$ cat src/rtl/dmem_arb_pkg.sv
// Shared types and constants for the two-port data memory arbiter.
package dmem_arb_pkg;

    localparam int DEFAULT_TIMEOUT = 15;
    localparam int ADDR_W = 12;
    localparam int DATA_W = 32;
    localparam int MASK_W = 4;
    localparam int CNT_W  = 4;

    typedef enum logic [2:0] {
        IDLE    = 3'd0,
        ISSUE   = 3'd1,
        WAIT_HI = 3'd2,
        WAIT_LO = 3'd3,
        ACK     = 3'd4
    } state_t;

endpackage

$ cat src/rtl/data_mem_arbiter_rr_arb2.sv
// Two-way round-robin grant: on a tie the port that was not granted last wins.
module rr_arb2 (
    input  logic [1:0] req,
    input  logic       last_grant,
    output logic [1:0] grant
);

    always_comb begin
        grant = req;
        if (req == 2'b11) begin
            grant = last_grant ? 2'b01 : 2'b10;
        end
    end

endmodule

$ cat src/rtl/data_mem_arbiter.sv
// Arbitrates CPU (p0) and debug/DMA (p1) accesses onto a single stalling data memory.
// Handshake: pN_req is held until a one-cycle pN_ack; pN_rdata is valid while pN_ack=1.
module data_mem_arbiter
    import dmem_arb_pkg::*;
#(
    parameter int TIMEOUT = DEFAULT_TIMEOUT
) (
    input  logic              clk,
    input  logic              rst,
    input  logic              p0_req,
    input  logic              p0_we,
    input  logic [ADDR_W-1:0] p0_addr,
    input  logic [DATA_W-1:0] p0_wdata,
    input  logic [MASK_W-1:0] p0_sign_mask,
    output logic              p0_ack,
    output logic [DATA_W-1:0] p0_rdata,
    input  logic              p1_req,
    input  logic              p1_we,
    input  logic [ADDR_W-1:0] p1_addr,
    input  logic [DATA_W-1:0] p1_wdata,
    input  logic [MASK_W-1:0] p1_sign_mask,
    output logic              p1_ack,
    output logic [DATA_W-1:0] p1_rdata,
    output logic [ADDR_W-1:0] mem_addr,
    output logic [DATA_W-1:0] mem_write_data,
    output logic [MASK_W-1:0] mem_sign_mask,
    output logic              mem_memread,
    output logic              mem_memwrite,
    input  logic [DATA_W-1:0] mem_read_data,
    input  logic              mem_clk_stall,
    output logic              err,
    output state_t            fsm_state
);

    state_t            state, state_next;
    logic [1:0]        grant;
    logic              grant_q;
    logic              we_q;
    logic              last_grant;
    logic [CNT_W-1:0]  wait_cnt;
    logic [CNT_W-1:0]  cnt_inc;
    logic              timeout_hit;
    logic              latch;
    logic              done;
    logic              abort;
    logic              sel_we;
    logic [ADDR_W-1:0] sel_addr;
    logic [DATA_W-1:0] sel_wdata;
    logic [MASK_W-1:0] sel_mask;

    rr_arb2 u_arb (
        .req        ({p1_req, p0_req}),
        .last_grant (last_grant),
        .grant      (grant)
    );

    assign sel_we      = grant[1] ? p1_we        : p0_we;
    assign sel_addr    = grant[1] ? p1_addr      : p0_addr;
    assign sel_wdata   = grant[1] ? p1_wdata     : p0_wdata;
    assign sel_mask    = grant[1] ? p1_sign_mask : p0_sign_mask;
    assign cnt_inc     = wait_cnt + CNT_W'(1);
    assign timeout_hit = (cnt_inc == CNT_W'(TIMEOUT));
    assign fsm_state   = state;

    // An abort leaves through ACK so the requester's still-high req is not re-sampled.
    always_comb begin
        state_next = state;
        latch      = 1'b0;
        done       = 1'b0;
        abort      = 1'b0;
        case (state)
            IDLE: begin
                if (grant != 2'b00) begin
                    latch      = 1'b1;
                    state_next = ISSUE;
                end
            end
            ISSUE: state_next = WAIT_HI;
            WAIT_HI: begin
                if (timeout_hit) begin
                    abort      = 1'b1;
                    state_next = ACK;
                end else if (mem_clk_stall) begin
                    state_next = WAIT_LO;
                end
            end
            WAIT_LO: begin
                if (timeout_hit) begin
                    abort      = 1'b1;
                    state_next = ACK;
                end else if (!mem_clk_stall) begin
                    done       = 1'b1;
                    state_next = ACK;
                end
            end
            ACK:     state_next = IDLE;
            default: state_next = IDLE;
        endcase
    end

    always_ff @(posedge clk) begin
        if (rst) begin
            state <= IDLE;
        end else begin
            state <= state_next;
        end
    end

    always_ff @(posedge clk) begin
        if (rst) begin
            grant_q        <= 1'b0;
            we_q           <= 1'b0;
            last_grant     <= 1'b1;
            wait_cnt       <= '0;
            mem_addr       <= '0;
            mem_write_data <= '0;
            mem_sign_mask  <= '0;
            mem_memread    <= 1'b0;
            mem_memwrite   <= 1'b0;
            p0_ack         <= 1'b0;
            p1_ack         <= 1'b0;
            p0_rdata       <= '0;
            p1_rdata       <= '0;
            err            <= 1'b0;
        end else begin
            // Strobes are high only during ISSUE, i.e. the cycle after the grant.
            mem_memread  <= latch & ~sel_we;
            mem_memwrite <= latch & sel_we;
            if (latch) begin
                grant_q        <= grant[1];
                we_q           <= sel_we;
                mem_addr       <= sel_addr;
                mem_write_data <= sel_wdata;
                mem_sign_mask  <= sel_mask;
            end

            if (state == ISSUE) begin
                wait_cnt <= '0;
            end else if (state == WAIT_HI || state == WAIT_LO) begin
                wait_cnt <= cnt_inc;
            end

            p0_ack <= (done | abort) & ~grant_q;
            p1_ack <= (done | abort) & grant_q;

            if (abort) begin
                err <= 1'b1;
                if (grant_q) p1_rdata <= '0;
                else         p0_rdata <= '0;
            end else if (done && !we_q) begin
                if (grant_q) p1_rdata <= mem_read_data;
                else         p0_rdata <= mem_read_data;
            end

            if (state == ACK) begin
                last_grant <= grant_q;
            end
        end
    end

endmodule

$ cat config.mk
export PLATFORM = sky130hd
export DESIGN_NAME = data_mem_arbiter
export DESIGN_NICKNAME = d
export VERILOG_FILES = /design/src/rtl/dmem_arb_pkg.sv /design/src/rtl/data_mem_arbiter_rr_arb2.sv /design/src/rtl/data_mem_arbiter.sv
export SDC_FILE = /design/constraint.sdc
export NUM_CORES = 1
export LEC_CHECK = 0
export ABC_AREA = 1
export BUFFER_PORTS_ARGS = -buffer_cell sky130_fd_sc_hd__buf_4
export CORE_ASPECT_RATIO = 2
export CORE_MARGIN = 2
export CORE_UTILIZATION = 30
export DETAILED_ROUTE_END_ITERATION = 6
export SLEW_MARGIN = 10
export SYNTH_ARGS = -nofsm -noshare
export SYNTH_HDL_FRONTEND = slang
export SYNTH_SLANG_ARGS = --single-unit
$ cat constraint.sdc
create_clock -name clk -period 2.17 [get_ports clk]
set_input_delay 0.3255 -clock clk [delete_from_list [all_inputs] [get_ports clk]]
set_output_delay 0.3255 -clock clk [all_outputs]
set_load 0.05 [all_outputs]
Word level (Yosys, flattened, before mapping) --
Index checks and enable logic that the tools add are counted.
Cells by class: $add $sub $neg 1, mux-type cells 27, shift operators 0, reduce and logical (&&, ||, !) cells 11, $lt $le $gt $ge 0, bitwise operators 7, div/mod/pow operators 0, equality and inequality tests 13, $mul 0
Operators by type and width (number):
- $mux 32 | 9
- $mux 3 | 5
- $mux 12 | 1
- $pmux 3 s4 | 1
- $ne 2x2->1 const B | 5
- $reduce_and 3->1 | 3
- $mux 1 | 8
- $eq 3x2->1 const B | 2
- $ne 3x3->1 const B | 2
- $add 4x1->4 const B | 1
- $and 1x1->1 | 4
- $eq 4x4->1 const B | 1
- $mux 2 | 2
- $mux 4 | 1
- $reduce_bool 2->1 | 2
- $reduce_or 2->1 | 2
- $eq 3x1->1 const B | 1
- $eq 3x3->1 const B | 1
- $logic_not 3->1 | 1
- $eq 2x2->1 const B | 1
- $not 1->1 | 2
- $logic_and 1x1->1 | 1
- $logic_not 1->1 | 1
- $logic_or 1x1->1 | 1
- $or 1x1->1 | 1
Word-level totals: logic and storage cells 74, output and inout port bits 120, latch bits 0, register bits after elaboration 127, input bits 135, memory bits (read-only) 0, memory bits (writable) 0, memories 0

Longest topological paths before layout --
depth in word-level cells 7, mapped depth 12, gate-level depth less buffers 11

By module --
From an unflattened synthesis, not the netlist that was laid out.
Second synthesis, totals: cells, all modules 760, area, all modules 5557.8 um^2
By module, submodules not included:
- data_mem_arbiter | cells an instance 755, times used 1, area each 5536.6 um^2, seq. area each 2542.4 um^2
- rr_arb2 | cells an instance 5, times used 1, area each 21.3 um^2, seq. area each 0.0 um^2

Worst setup path before layout --
OpenSTA, ideal clock, no wires.
path type register to register, start point register state[1], in the netlist fsm_state[1], end point register p0_rdata[11], data required time 2057 ps, library setup time 113 ps, path buffers 1, arrival time 1906 ps, cell stages (with the launch flop) 11, slack 150 ps, clock period less this slack 2020 ps, cell sequence dfxtp_1 > inv_2 > nor2_4 > inv_2 > nor2_1 > nand2_1 > o21ai_4 > nand2_2 > clkbuf_1 > nor2_1 > nor2_1
Between the ends: cells in the longest elaborated chain, start to end 5, elaborated cells between the ends (all ways) 11, classes of those cells 4 x eq/ne; 3 x mux; 4 x reduce/logical
RTL lines:
- from (decl) | line data_mem_arbiter.sv:35 | state_t state, state_next;
- from (signal assigned) | line data_mem_arbiter.sv:105 | state <= state_next;
- $eq 3x2->1 | line data_mem_arbiter.sv:71 | case (state)
- $reduce_or 2->1 (no line) / $mux 1 (equally long branches)
- $mux 1 / $logic_and 1x1->1 (equally long branches)
- $ne 2x2->1 (no line) / $reduce_bool 2->1 (equally long branches)
- $reduce_and 3->1 (no line)
- to (signal assigned) | line data_mem_arbiter.sv:152 | else p0_rdata <= mem_read_data;
- to (decl) | line data_mem_arbiter.sv:16 | output logic [DATA_W-1:0] p0_rdata,
Parallel ways exist; a longest one is shown, timed or not. A chain may end at the register's enable or synchronous reset.

Worst setup path after layout --
start point register wait_cnt[1], end point register p1_rdata[10]
Between the ends: cells in the longest elaborated chain, start to end 7, elaborated cells between the ends (all ways) 12, classes of those cells 1 x add/sub; 3 x eq/ne; 5 x mux; 3 x reduce/logical
RTL lines:
- from (decl) | line data_mem_arbiter.sv:40 | logic [CNT_W-1:0] wait_cnt;
- from (signal assigned) | line data_mem_arbiter.sv:140 | wait_cnt <= cnt_inc;
- $add 4x1->4 (*) | line data_mem_arbiter.sv:61 | assign cnt_inc = wait_cnt + CNT_W'(1);
- $eq 4x4->1 (*) | line data_mem_arbiter.sv:62 | assign timeout_hit = (cnt_inc == CNT_W'(TIMEOUT));
- $mux 1 | line data_mem_arbiter.sv:88 | if (timeout_hit) begin
- $mux 1 | line data_mem_arbiter.sv:71
- $logic_and 1x1->1 | line data_mem_arbiter.sv:150 | end else if (done && !we_q) begin
- $ne 2x2->1 (no line) / $reduce_bool 2->1 (equally long branches)
- $reduce_and 3->1 (no line)
- to (signal assigned) | line data_mem_arbiter.sv:151 | if (grant_q) p1_rdata <= mem_read_data;
- to (decl) | line data_mem_arbiter.sv:23 | output logic [DATA_W-1:0] p1_rdata,
Every way passes the cells marked *; elsewhere a longest branch is shown, timed or not.

==> results.cfg <==
[power_and_ir_drop]
internal-power_mw = 6.12
combPwrFrac_pct = 40.9
peakVddDrop_mv = 0.716
p_switching_mw = 4.40
seq_power_share_pct = 29.6
p_per_area_nw_per_um2 = 1280
power_frac_clock_pct = 29.5
swShare_pct = 41.8
p_leak_nw = 4.13

[clock_network]
htree_levels = 4
holdBufCountCts = 0
cts_setup_buffers = 0
cts_sinks = 127
clock_path_buffers = 2
cts_resized = 0
cts-root-buf = clkbuf_16
cts_tree = done
clk_latency_ns = 0.41
clkTransAtPathRegs_ns = 0.05
cts_buffers = 17

[cells_and_area]
n_fill_cell = 1844
utilization_pct = 46.3
insertedDiodeCount = 0
areaGrowthSynthToFinish_pct = 51.5
final_layout_size_suffix_gt1_share_pct = 30.1
nets = 1164
final_area_sq_um = 8200
final_cell_mix = buf_4, nand2_1, a21oi_1
layout_commonest_cell = buf_4

[place]
dpl.hpwl_um = 13000
placed_cell_area_sq_um = 7550
portBuffers = 254
gp_congestion = 0.785

[die]
die_h_um = 194
fp-row-count = 69
io-pin-count = 255
design.core.area_sq_um = 17700
start_util_pct = 30.6
die_area_sq_um = 19200
die_w_um = 99.0

[routing]
drt_pass1_iterations = 4
drc = 0
drt_iter0_markers = 155
drt_wl_total_um = 18200
wire_per_inst_um = 14.5
vias = 5842
drtAntennaViolNets = 0
via_per_inst = 4.66

[worst_setup_path]
startpoint = wait_cnt[1]$_SDFFE_PP0P_
critPathSlowestCell = dfxtp_1
crit_arrival_ns = 2.21
path_common_cell = nand2_1
cpPeakStageDelay_ns = 0.39
r2r_slack_ns = 0.26
crit_chain = ha_1 > inv_1 > nand2_1 > nand2_1 > nor2_1 > nand3_2 > o21ai_4 > buf_4 > nand3_1 > nand2_1 > nor2_1
critPathLaunchType = flip-flop
r2r-start = wait_cnt[1]$_SDFFE_PP0P_
cp_data_required_time_ns = 2.47
reg2reg_depth = 11
r2r-end = p1_rdata[10]$_SDFFE_PP0P_
endpoint_kind = flip-flop
crit_end = p1_rdata[10]$_SDFFE_PP0P_
path_class = flip-flop to flip-flop
cp_max_fo = 36

[sta]
final_max_slew_viol_count = 0
whs_ns = 0.160
fmax_mhz = 524
max_slew_margin_pct = 63.2
setup_viol = 0
hold_viol = 0
worst_slew_pin_slew_ns = 0.552
fin_skew_ns = 0.00988
period_share_pct = 88.0
rsz0062_at_grt = false
final.setup.tns_ns = 0
period_needed_ns = 1.91

[run_status]
outcome = complete, no violations

[synthesis]
synth_seq_cells = 127
syn_nets = 930
synth.distinct_cells = 21
synth_area_per_cell_sq_um = 6.83
synth_area_leader_cell = dfxtp_1
synth_area_sq_um = 5410
postSynthCellCount = 793
yosysWarnings = 0
netlist.area_leader.share_pct = 47.0
ys_seq_area_share_pct = 47.0
synthTopCellsByArea = dfxtp_1, nand2_1, a21oi_1, nor2_1, o21ai_0

[global_routing]
overflow = 0
grt_start_max_net_pins = 69
antenna_found_initial = 0
grtUsageTotal_pct = 18.7
grt_pass1_wl_um = 28500
grt_pass1_vias = 5645

[flow_run]
maxCapViolations = 0

[worst_hold_path]
hp-class = primary input to flip-flop
-- flip-flops by register name (all words and copies together) (netlist names) --
signal          cells
mem_sign_mask       4
mem_memread         1
grant_q             1
mem_write_data     32
fsm_state           3
p1_ack              1
err                 1
p0_rdata           32
wait_cnt            4
we_q                1
last_grant          1
mem_memwrite        1
p1_rdata           32
p0_ack              1
mem_addr           12
-- worst min path at each step --
| stage | start | to | slack (ns) | cells past startpoint |
|---|---|---|---|---|
| detailed placement | p1_rdata[30]$_SDFFE_PP0P_ | p1_rdata[30]$_SDFFE_PP0P_ | 0.47 | 2 |
| floorplan | rst | grant_q$_SDFFE_PP0P_ | 0.39 | 1 |
| finish | rst | grant_q$_SDFFE_PP0P_ | 0.16 | 2 |
| global route | p0_addr[9] | mem_addr[9]$_SDFFE_PP0P_ | 0.15 | 3 |
| CTS | p0_addr[9] | mem_addr[9]$_SDFFE_PP0P_ | 0.14 | 3 |
| global placement | p1_rdata[30]$_SDFFE_PP0P_ | p1_rdata[30]$_SDFFE_PP0P_ | 0.46 | 2 |
-- worst max-delay path: cells and delay by family (launching register included) --
kind	cells	cell delay, ns
AND/OR/NAND/NOR	7	0.66
flip-flops	1	0.39
AO/OA/AOI/OAI	1	0.13
adder cells (fa/ha/maj)	1	0.19
buffers and inverters	2	0.41
-- layout make-up --
type                    count  area (sq um)  share of cell area (%)
flip-flops and latches    127          2540                    31.0
multi-input cells         549          2430                    29.7
repair buffers            270          2080                    25.3
clock buffers              20           467                    5.69
well taps                 213           267                    3.25
inverters                  62           234                    2.85
clock inverters            12           180                    2.20
-- cells in the mapped netlist, drive strengths merged --
master and instances:
o21ai 52, inv 59, ha 2, o31ai 1
nand2 192, clkinv 3, clkbuf 38, nand4 2
nor2 108, a21oi 142, buf 17, nor3 1
nand3 49, dfxtp 127
-- power groups by stage --
stage	Sequential, mW	Combinational, mW	Clock, mW
2_1_floorplan	4.75	1.33	0
3_3_place_gp	3.14	4.33	0
3_5_place_dp	3.15	4.36	0
4_1_cts	3.11	4.36	3.19
5_1_grt	3.18	4.64	3.28
6_report	3.11	4.30	3.11
-- metrics by stage --
| stage | std cells | power [mW] | worst slack (ns) |
|---|---|---|---|
| finish | 1253 | 10.5 | 0.261 |
| global route | 1253 | 11.1 | 0.0157 |
| detailed placement | 1221 | 7.50 | 0.262 |
| global placement | 1221 | 7.48 | 0.297 |
| floorplan | 793 | 6.07 | 0.150 |
| CTS | 1253 | 10.7 | 0.238 |
-- layer usage --
metal  global-route usage (%)  wire (um)  vias up
li1                         -          -     3013
met1                     19.4       6880     2617
met2                     34.9       9790      188
met3                     4.51       1070       24
met4                     7.61        422        0
met5                        0          0        -
-- kinds of logic (layout without fill, tap and decap cells) --
| logic type | count (synthesis) | in the layout | share of synthesized area [%] |
|---|---|---|---|
| flip-flops | 127 | 127 | 47.0 |
| buffers and inverters | 117 | 364 | 8.37 |
| adder cells (fa/ha/maj) | 2 | 2 | 0.462 |
| AO/OA/AOI/OAI | 195 | 195 | 18.3 |
| AND/OR/NAND/NOR | 352 | 352 | 25.9 |
Power figures use the tool's default switching activity.
